--- src/rtl/video_pattern_gen.sv ---
// Purpose: follows the timing generator's hs/vs/de, tracks active x/y and drives a 24-bit RGB test pattern.
// Latency: exactly 2 clk from hs_i/vs_i/de_i to hs_o/vs_o/de_o/rgb_o (stage 1 = coordinates, stage 2 = colour).
// Backpressure: none; a free-running pixel stream that never stalls, so every input cycle yields one output cycle.
module video_pattern_gen #(
  parameter int H_ACTIVE     = 8,
  parameter int V_ACTIVE     = 6,
  parameter int SYNC_ACT_LOW = 1,
  parameter int CHK_SHIFT    = 0,
  parameter int MOVE_STEP    = 1
) (
  input  logic        clk,
  input  logic        rst,
  input  logic        hs_i,
  input  logic        vs_i,
  input  logic        de_i,
  input  logic [2:0]  pat_sel,
  input  logic [23:0] solid_rgb,
  output logic        hs_o,
  output logic        vs_o,
  output logic        de_o,
  output logic [23:0] rgb_o,
  output logic [15:0] frame_cnt,
  output logic        line_err
);

  // x needs one spare bit so over-long runs are still distinguishable from H_ACTIVE-1
  localparam int XW    = $clog2(H_ACTIVE) + 1;
  localparam int YW    = (V_ACTIVE > 1) ? $clog2(V_ACTIVE) : 1;
  localparam int BAR_W = H_ACTIVE / 8;

  localparam logic          SYNC_IDLE = (SYNC_ACT_LOW != 0);
  localparam logic [XW-1:0] X_MAX     = '1;
  localparam logic [XW-1:0] X_LAST    = XW'(H_ACTIVE - 1);
  localparam logic [XW-1:0] BAR_LAST  = XW'(BAR_W - 1);
  localparam logic [YW-1:0] Y_LAST    = YW'(V_ACTIVE - 1);
  localparam logic [XW:0]   H_EXT     = (XW+1)'(H_ACTIVE);
  localparam logic [XW:0]   STEP_EXT  = (XW+1)'(MOVE_STEP);
  localparam logic [XW:0]   BAR_EXT   = (XW+1)'(BAR_W);

  // stage 1 registers
  logic          hs_s1;
  logic          vs_s1;
  logic          de_s1;
  logic [XW-1:0] x_s1;
  logic [XW-1:0] bar_px_s1;
  logic [2:0]    bar_idx_s1;

  // frame-level state
  logic [YW-1:0] y_cnt;
  logic [2:0]    pat_q;
  logic [XW-1:0] bar_pos;
  logic          frame_seen;
  logic          chk_run;

  // combinational helpers
  logic          frame_start;
  logic          run_start;
  logic          run_end;
  logic [XW-1:0] x_nxt;
  logic [XW-1:0] bar_px_nxt;
  logic [2:0]    bar_idx_nxt;
  logic [XW:0]   bp_sum;
  logic [XW-1:0] bp_next;
  logic [23:0]   pix;
  logic [7:0]    grad;
  logic [XW:0]   x_ext;
  logic [XW:0]   bp_ext;

  // vs edge is detected against the stage-1 copy, so a de-high pixel on the
  // edge cycle already sees y=0 and the new pattern
  assign frame_start = (vs_i ^ SYNC_IDLE) & ~(vs_s1 ^ SYNC_IDLE);
  assign run_start   = de_i & ~de_s1;
  assign run_end     = ~de_i & de_s1;

  // coordinates of the pixel presented this cycle; bars advance every BAR_W pixels
  always_comb begin
    x_nxt       = x_s1;
    bar_px_nxt  = bar_px_s1;
    bar_idx_nxt = bar_idx_s1;
    if (run_start) begin
      x_nxt       = '0;
      bar_px_nxt  = '0;
      bar_idx_nxt = 3'd0;
    end else if (de_i) begin
      if (x_s1 != X_MAX) begin
        x_nxt = x_s1 + 1'b1;
      end
      if (bar_px_s1 == BAR_LAST) begin
        bar_px_nxt = '0;
        if (bar_idx_s1 != 3'd7) begin
          bar_idx_nxt = bar_idx_s1 + 3'd1;
        end
      end else begin
        bar_px_nxt = bar_px_s1 + 1'b1;
      end
    end
  end

  // moving bar position wraps modulo H_ACTIVE without a divider
  always_comb begin
    bp_sum  = {1'b0, bar_pos} + STEP_EXT;
    bp_next = (bp_sum >= H_EXT) ? XW'(bp_sum - H_EXT) : XW'(bp_sum);
  end

  // stage 1: delay syncs/de and hold the per-pixel coordinates
  always_ff @(posedge clk or posedge rst) begin
    if (rst) begin
      hs_s1      <= SYNC_IDLE;
      vs_s1      <= SYNC_IDLE;
      de_s1      <= 1'b0;
      x_s1       <= '0;
      bar_px_s1  <= '0;
      bar_idx_s1 <= 3'd0;
    end else begin
      hs_s1      <= hs_i;
      vs_s1      <= vs_i;
      de_s1      <= de_i;
      x_s1       <= x_nxt;
      bar_px_s1  <= bar_px_nxt;
      bar_idx_s1 <= bar_idx_nxt;
    end
  end

  // frame bookkeeping: line counter, latched pattern, frame count, bar position
  always_ff @(posedge clk or posedge rst) begin
    if (rst) begin
      y_cnt      <= '0;
      pat_q      <= 3'd0;
      frame_cnt  <= 16'd0;
      bar_pos    <= '0;
      frame_seen <= 1'b0;
    end else if (frame_start) begin
      y_cnt      <= '0;
      pat_q      <= pat_sel;
      frame_cnt  <= frame_cnt + 16'd1;
      bar_pos    <= bp_next;
      frame_seen <= 1'b1;
    end else if (run_end && (y_cnt != Y_LAST)) begin
      y_cnt <= y_cnt + 1'b1;
    end
  end

  // sticky run-length check; partial runs cut by reset before the first frame are ignored
  always_ff @(posedge clk or posedge rst) begin
    if (rst) begin
      chk_run  <= 1'b0;
      line_err <= 1'b0;
    end else begin
      if (run_start) begin
        chk_run <= frame_seen | frame_start;
      end
      if (run_end && chk_run && (x_s1 != X_LAST)) begin
        line_err <= 1'b1;
      end
    end
  end

  // pattern colour for the stage-1 pixel; y_cnt is stable for the pixel it belongs to
  always_comb begin
    grad   = 8'(x_s1);
    x_ext  = {1'b0, x_s1};
    bp_ext = {1'b0, bar_pos};
    pix    = 24'h000000;
    case (pat_q)
      3'd0: begin
        case (bar_idx_s1)
          3'd0:    pix = 24'hFFFFFF;
          3'd1:    pix = 24'hFFFF00;
          3'd2:    pix = 24'h00FFFF;
          3'd3:    pix = 24'h00FF00;
          3'd4:    pix = 24'hFF00FF;
          3'd5:    pix = 24'hFF0000;
          3'd6:    pix = 24'h0000FF;
          default: pix = 24'h000000;
        endcase
      end
      3'd1:    pix = {grad, grad, grad};
      3'd2:    pix = (x_s1[CHK_SHIFT] ^ y_cnt[CHK_SHIFT]) ? 24'hFFFFFF : 24'h000000;
      3'd3:    pix = ((x_ext >= bp_ext) && (x_ext < bp_ext + BAR_EXT)) ? 24'hFFFFFF : 24'h000000;
      3'd4:    pix = solid_rgb;
      default: pix = 24'h000000;
    endcase
  end

  // stage 2: output registers; colour is forced black outside active video
  always_ff @(posedge clk or posedge rst) begin
    if (rst) begin
      hs_o  <= SYNC_IDLE;
      vs_o  <= SYNC_IDLE;
      de_o  <= 1'b0;
      rgb_o <= 24'h000000;
    end else begin
      hs_o  <= hs_s1;
      vs_o  <= vs_s1;
      de_o  <= de_s1;
      rgb_o <= (de_s1 && frame_seen) ? pix : 24'h000000;
    end
  end

endmodule

--- config.mk ---
export PLATFORM = sky130hd
export DESIGN_NAME = video_pattern_gen
export DESIGN_NICKNAME = d
export VERILOG_FILES = /design/src/rtl/video_pattern_gen.sv
export SDC_FILE = /design/constraint.sdc
export NUM_CORES = 1
export LEC_CHECK = 0
export ABC_AREA = 0
export CAP_MARGIN = 10
export CORE_AREA = 2 2 103 105
export DETAILED_ROUTE_END_ITERATION = 8
export DIE_AREA = 0 0 105 107
export PLACE_DENSITY = 0.71
export SKIP_CTS_REPAIR_TIMING = 1
export SLEW_MARGIN = 40
export SYNTH_ARGS = -nofsm -noshare
export SYNTH_HDL_FRONTEND = slang
export SYNTH_SLANG_ARGS = --single-unit
--- constraint.sdc ---
create_clock -name clk -period 2.7 [get_ports clk]
set_input_delay 0.81 -clock clk [delete_from_list [all_inputs] [get_ports clk]]
set_output_delay 0.81 -clock clk [all_outputs]
set_load 0.02 [all_outputs]
# Word level (Yosys, flattened, before mapping)
# Cells that the tools add are included.
[classes] order_cmp=3 reduce_logical=15 add_sub_neg=7 n_eq_ne=14 muxes=18 bitwise=8
[op_table] operator="24-bit case mux with 7 select lines" n=1
[op_table] operator="24-bit case mux with 5 select lines" n=1
[op_table] operator="24-bit two-way mux" n=3
[op_table] operator="4-bit two-way mux" n=7
[op_table] operator="3-bit two-way mux" n=6
[op_table] operator="16-bit by 1-bit adder with 16-bit output, second input constant" n=1
[op_table] operator="3-bit by 2-bit == test with 1-bit output, second input constant" n=4
[op_table] operator="3-bit == test, second input constant" n=4
[op_table] operator="2-bit nonzero test" n=5
[op_table] operator="4-bit by 1-bit adder with 4-bit output, second input constant" n=2
[op_table] operator="3-bit by 1-bit adder with 3-bit output, second input constant" n=2
[op_table] operator="3-bit by 1-bit == test with 1-bit output, second input constant" n=2
[op_table] operator="3-bit zero test" n=2
[op_table] operator="3-bit != test, second input constant" n=2
[op_table] operator="4-bit by 1-bit adder with 5-bit output, second input constant" n=1
[op_table] operator="5-bit by 4-bit greater-or-equal comparator with 1-bit output, second input constant" n=1
[op_table] operator="1-bit logical AND" n=5
[op_table] operator="4-bit by 5-bit less-than comparator with 1-bit output" n=1
[op_table] operator="4-bit greater-or-equal comparator" n=1
[op_table] operator="4-bit zero test" n=1
[op_table] operator="4-bit by 3-bit != test with 1-bit output, second input constant" n=1
[op_table] operator="4-bit != test, second input constant" n=1
[op_table] operator="4-bit subtractor, second input constant" n=1
[op_table] operator="1-bit AND" n=3
[op_table] operator="5 further kinds" n=7
[word_totals] inputBits=32 output_inout_bits=44 ff_bits=70

# Depth between registers and ports, before layout
[depth] ltp_word=6 depth_mapped=8 mapped_depth_nobuf=7

# Worst setup path before layout
# OpenSTA, ideal clock, no wires.
[synth_path] path_kind="register to register" start="register bar_pos[0]" end="register rgb_o[21]" t_arrival_ns=2.054 setup_time_ns=0.141 setup_slack_ns=0.505 required_time_ns=2.559 stages_incl_launch_ff=9 path_buffers=1 cell_sequence="dfrtp_1 -> ha_1 -> xnor2_1 -> ha_1 -> and3b_1 -> nor3_1 -> o2111ai_1 -> clkbuf_1 -> a31oi_1"
[synth_via] elab_chain_len=6
[synth_lines] element="start, declared" line="51" source="logic [XW-1:0] bar_pos;"
[synth_lines] element="start signal, assigned" line="136" source="bar_pos <= bp_next;"
[synth_lines] element="4-bit by 1-bit adder with 5-bit output" line="179" source="3'd3: pix = ((x_ext >= bp_ext) && (x_ext < bp_ext + BAR_EXT)) ? 24'hFFFFFF : 24'h000000;"
[synth_lines] element="4-bit by 5-bit less-than comparator with 1-bit output" line="179"
[synth_lines] element="1-bit logical AND *" line="179"
[synth_lines] element="24-bit two-way mux *" line="179"
[synth_lines] element="24-bit case mux with 5 select lines *" line="164" source="case (pat_q)"
[synth_lines] element="24-bit two-way mux *" line="196" source="rgb_o <= (de_s1 && frame_seen) ? pix : 24'h000000;"
[synth_lines] element="end signal, assigned" line="196"
[synth_lines] element="end, declared" line="21" source="output logic [23:0] rgb_o,"
# Mark *: on every way between the ends. The rest lies on a longest branch, timed or not.
# A chain may end at the register's enable or synchronous reset.

# Worst setup path after layout
[layout_path] start="register vs_o" end="output vs_o"
[layout_lines] element="start, declared" line="19" source="output logic vs_o,"
[layout_lines] element="start signal, assigned" line="194" source="vs_o <= vs_s1;"
# No word-level cell between the ends.

==> results by group <==
Run status
  – Outcome: finished, final reports clean

Logic synthesis
  – Post-synth ARST share: 100%
  – Synth Instances: 327
  – Mapped Area: ~3500 µm²
  – Number of flops mapped to enable cells by yosys: 0
  – Top cells by area, synth: dfrtp_1 (48%), ha_1 (7.6%), xnor2_1 (4.3%)
  – Distinct cells, synth: 49
  – Register area share after synthesis: 50.9%
  – Mapped Nets: 380
  – Seq cells post-synth: 70
  – Avg Inst Size Synth: 10.6 µm²
  – Share of the synthesized area in the top cell type: a little under half
  – Yosys warns: 0
  – Largest area contributor in the netlist: dfrtp_1
  – Top_reg_cell synth: dfrtp_1

Global route
  – Total grt overflow: 0
  – Largest net degree at the start of global routing: 27
  – Tot GR Track Use: 14.1%
  – Wire length of the first global-routing pass: approximately 13000 µm
  – Initial antenna violation count: 0
  – Vias in the first global route: between 2000 and 3000

Floorplan
  – Core area: 10100 µm²
  – Initial core utilization: 34.2%
  – Die area: 11200 µm²
  – Die Y: 107 µm
  – Row cnt: 37
  – I/O Pins: 76
  – Die X: 105 µm

CTS
  – Clk sinks: 70
  – Root buffer cell: clkbuf_8
  – Clk slew on worst S/H paths: approximately 70 ps
  – Max clock buf depth: 2
  – CTS H-tree lvls: 3
  – Num CTS Buffers: 9
  – CTS tree: done
  – Clock latency on the worst-skew pair: 350 ps

Place
  – Post-DP HPWL: roughly 5500 µm
  – # port buffers: between 70 and 80
  – Final GP Congestion: 0.772
  – Setup WS pre-CTS: approximately 310 ps

Cells and area
  – NumNets Final: around 460
  – Fill cell count: approximately 970
  – # diodes: 0
  – Core Util, Final: a little under half
  – Most common cell after layout, fill and taps aside: clkdlybuf4s50_1
  – Fraction of layout cells with a size suffix above 1: between 10% and 20%
  – Multi-input logic area: 1560 µm²
  – Most frequent cells in the layout: clkdlybuf4s50_1 (75), dfrtp_1 (66), nand2_1 (30)
  – FF/Latch Area: about 1800 µm²
  – Area delta synth->final: 33.9%

Setup path
  – Worst path bufs/invs: 1
  – Worst path arrival time: 1460 ps
  – Worst path top cell family by delay: buffers and inverters
  – Crit Path Max Fanout: 1
  – Critical path origin: vs_o
  – Critical path startpoint category: register
  – Reg2reg start: bar_pos[0]
  – CP required: roughly 1900 ps
  – Crit end category: output pin
  – Worst path slowest cell: clkdlybuf4s50_1
  – Worst setup path class: register to output pin
  – Critical path, cell by cell: clkdlybuf4s50_1
  – CP max stage delay: between 500 and 600 ps

Detailed routing
  – Number of vias per cell: 4.90
  – DR iter-0 viols: 91
  – Routed Antenna Nets: 0
  – Via count: 2693
  – WL final: roughly 7600 µm
  – Wirelength per Cell: 13.9 µm
  – DRC Markers: 0
  – Pre-Repair DR Iteration Count: 4

Timing
  – Fin. max-slew vios: 0
  – Worst Clk Skew: 11.0 ps
  – Hold Fails Final Rpt: 0
  – Worst slew pin tran: slightly above 700 ps
  – Final worst slack: 431 ps
  – Fmax: 441 MHz
  – Min Tclk post-route: 2270 ps
  – Fin crit share: 84.0%
  – RSZ-0062 raised after global routing: no
  – Total Neg Setup Slack: 0 ps
  – Max_slew headroom: 51.9%
  – Final setup vio count: 0

Run
  – Max_cap viols: 0

Min path
  – Hold WC Path Type: register to register
  – Hold_sp: hs_s1

Power and ir drop
  – Power density cells: 720 nW/µm²
  – VDD IR max: 0.268 mV
  – P_leak: between 1.5 and 2 nW
[synthesized netlist by cell type (9+ instances only)]
cell type	instances
a31oi_1	16
a21oi_1	16
nand3_1	14
dfrtp_1	66
a21o_1	9
o21ai_0	12
clkbuf_1	12
nand2_1	30
ha_1	21
inv_1	19
nor2_1	13
xnor2_1	17
[stage by stage]
| stage | power [mW] | hold slack, ps | cells | instance area [µm²] |
|---|---|---|---|---|
| after floorplan | 2.08 | 345 | 327 | 3450 |
| after detailed placement | 2.48 | 349 | 534 | 4420 |
| after global routing | 3.53 | 365 | 550 | 4620 |
| final | 3.33 | 358 | 550 | 4620 |
| after global placement | 2.44 | 348 | 534 | 4420 |
| after CTS | 3.36 | 360 | 550 | 4620 |
[flip-flops by register name, summed over array words and instances, names as in the netlist]
register    flops
rgb_o          24
frame_cnt      16
bar_pos         4
bar_px_s1       4
x_s1            4
bar_idx_s1      3
pat_q           3
y_cnt           3
chk_run         1
de_o            1
de_s1           1
frame_seen      1
hs_o            1
hs_s1           1
line_err        1
vs_o            1
vs_s1           1
[cell families (layout without fill, tap and decap cells)]
group | count (synthesis) | count (layout) | share of synthesized area (%)
buffers and inverters | 35 | 122 | 4.09
AND/OR/NAND/NOR | 100 | 100 | 15.8
adder cells (fa/ha/maj) | 21 | 21 | 7.61
multiplexers | 7 | 7 | 2.21
XOR/XNOR | 21 | 21 | 5.32
AO/OA/AOI/OAI | 73 | 73 | 14.1
flip-flops | 70 | 70 | 50.9
[report_power, final]
part           switching [mW]  internal, mW  leakage (nW)  total, mW
sequential              0.189          1.21         0.901       1.40
clock                   0.398         0.477         0.106      0.874
combinational           0.542         0.515         0.947       1.06
total                    1.13          2.20          1.95       3.33
[layer usage]
layer,share of wire [%],GRT usage (%),vias up
li1,-,-,1317
met1,49,19.1,1298
met5,0,0,-
met3,5.0,3.34,11
met2,44,21.4,67
met4,1.7,6.38,0
[final timing paths]
| check | to | depth (start not counted) | slack, ps |
|---|---|---|---|
| max reg2reg | rgb_o[18] | 8 | 530 |
| min in group asynchronous | frame_cnt[11] | 2 | 810 |
| min reg2reg | hs_o | 0 | 360 |
| max | vs_o | 1 | 430 |
| max in group asynchronous | x_s1[3] | 3 | 1380 |
| min | hs_o | 0 | 360 |
[cell type report]
class | count | area share [%]
Multi-Input combinational cell | 222 | 33.7
Sequential cell | 70 | 38.0
Clock buffer | 11 | 3.27
Inverter | 20 | 1.62
Clock inverter | 5 | 1.22
Tap cell | 136 | 3.68
Timing Repair Buffer | 86 | 18.6
Power figures use the tool's default switching activity.
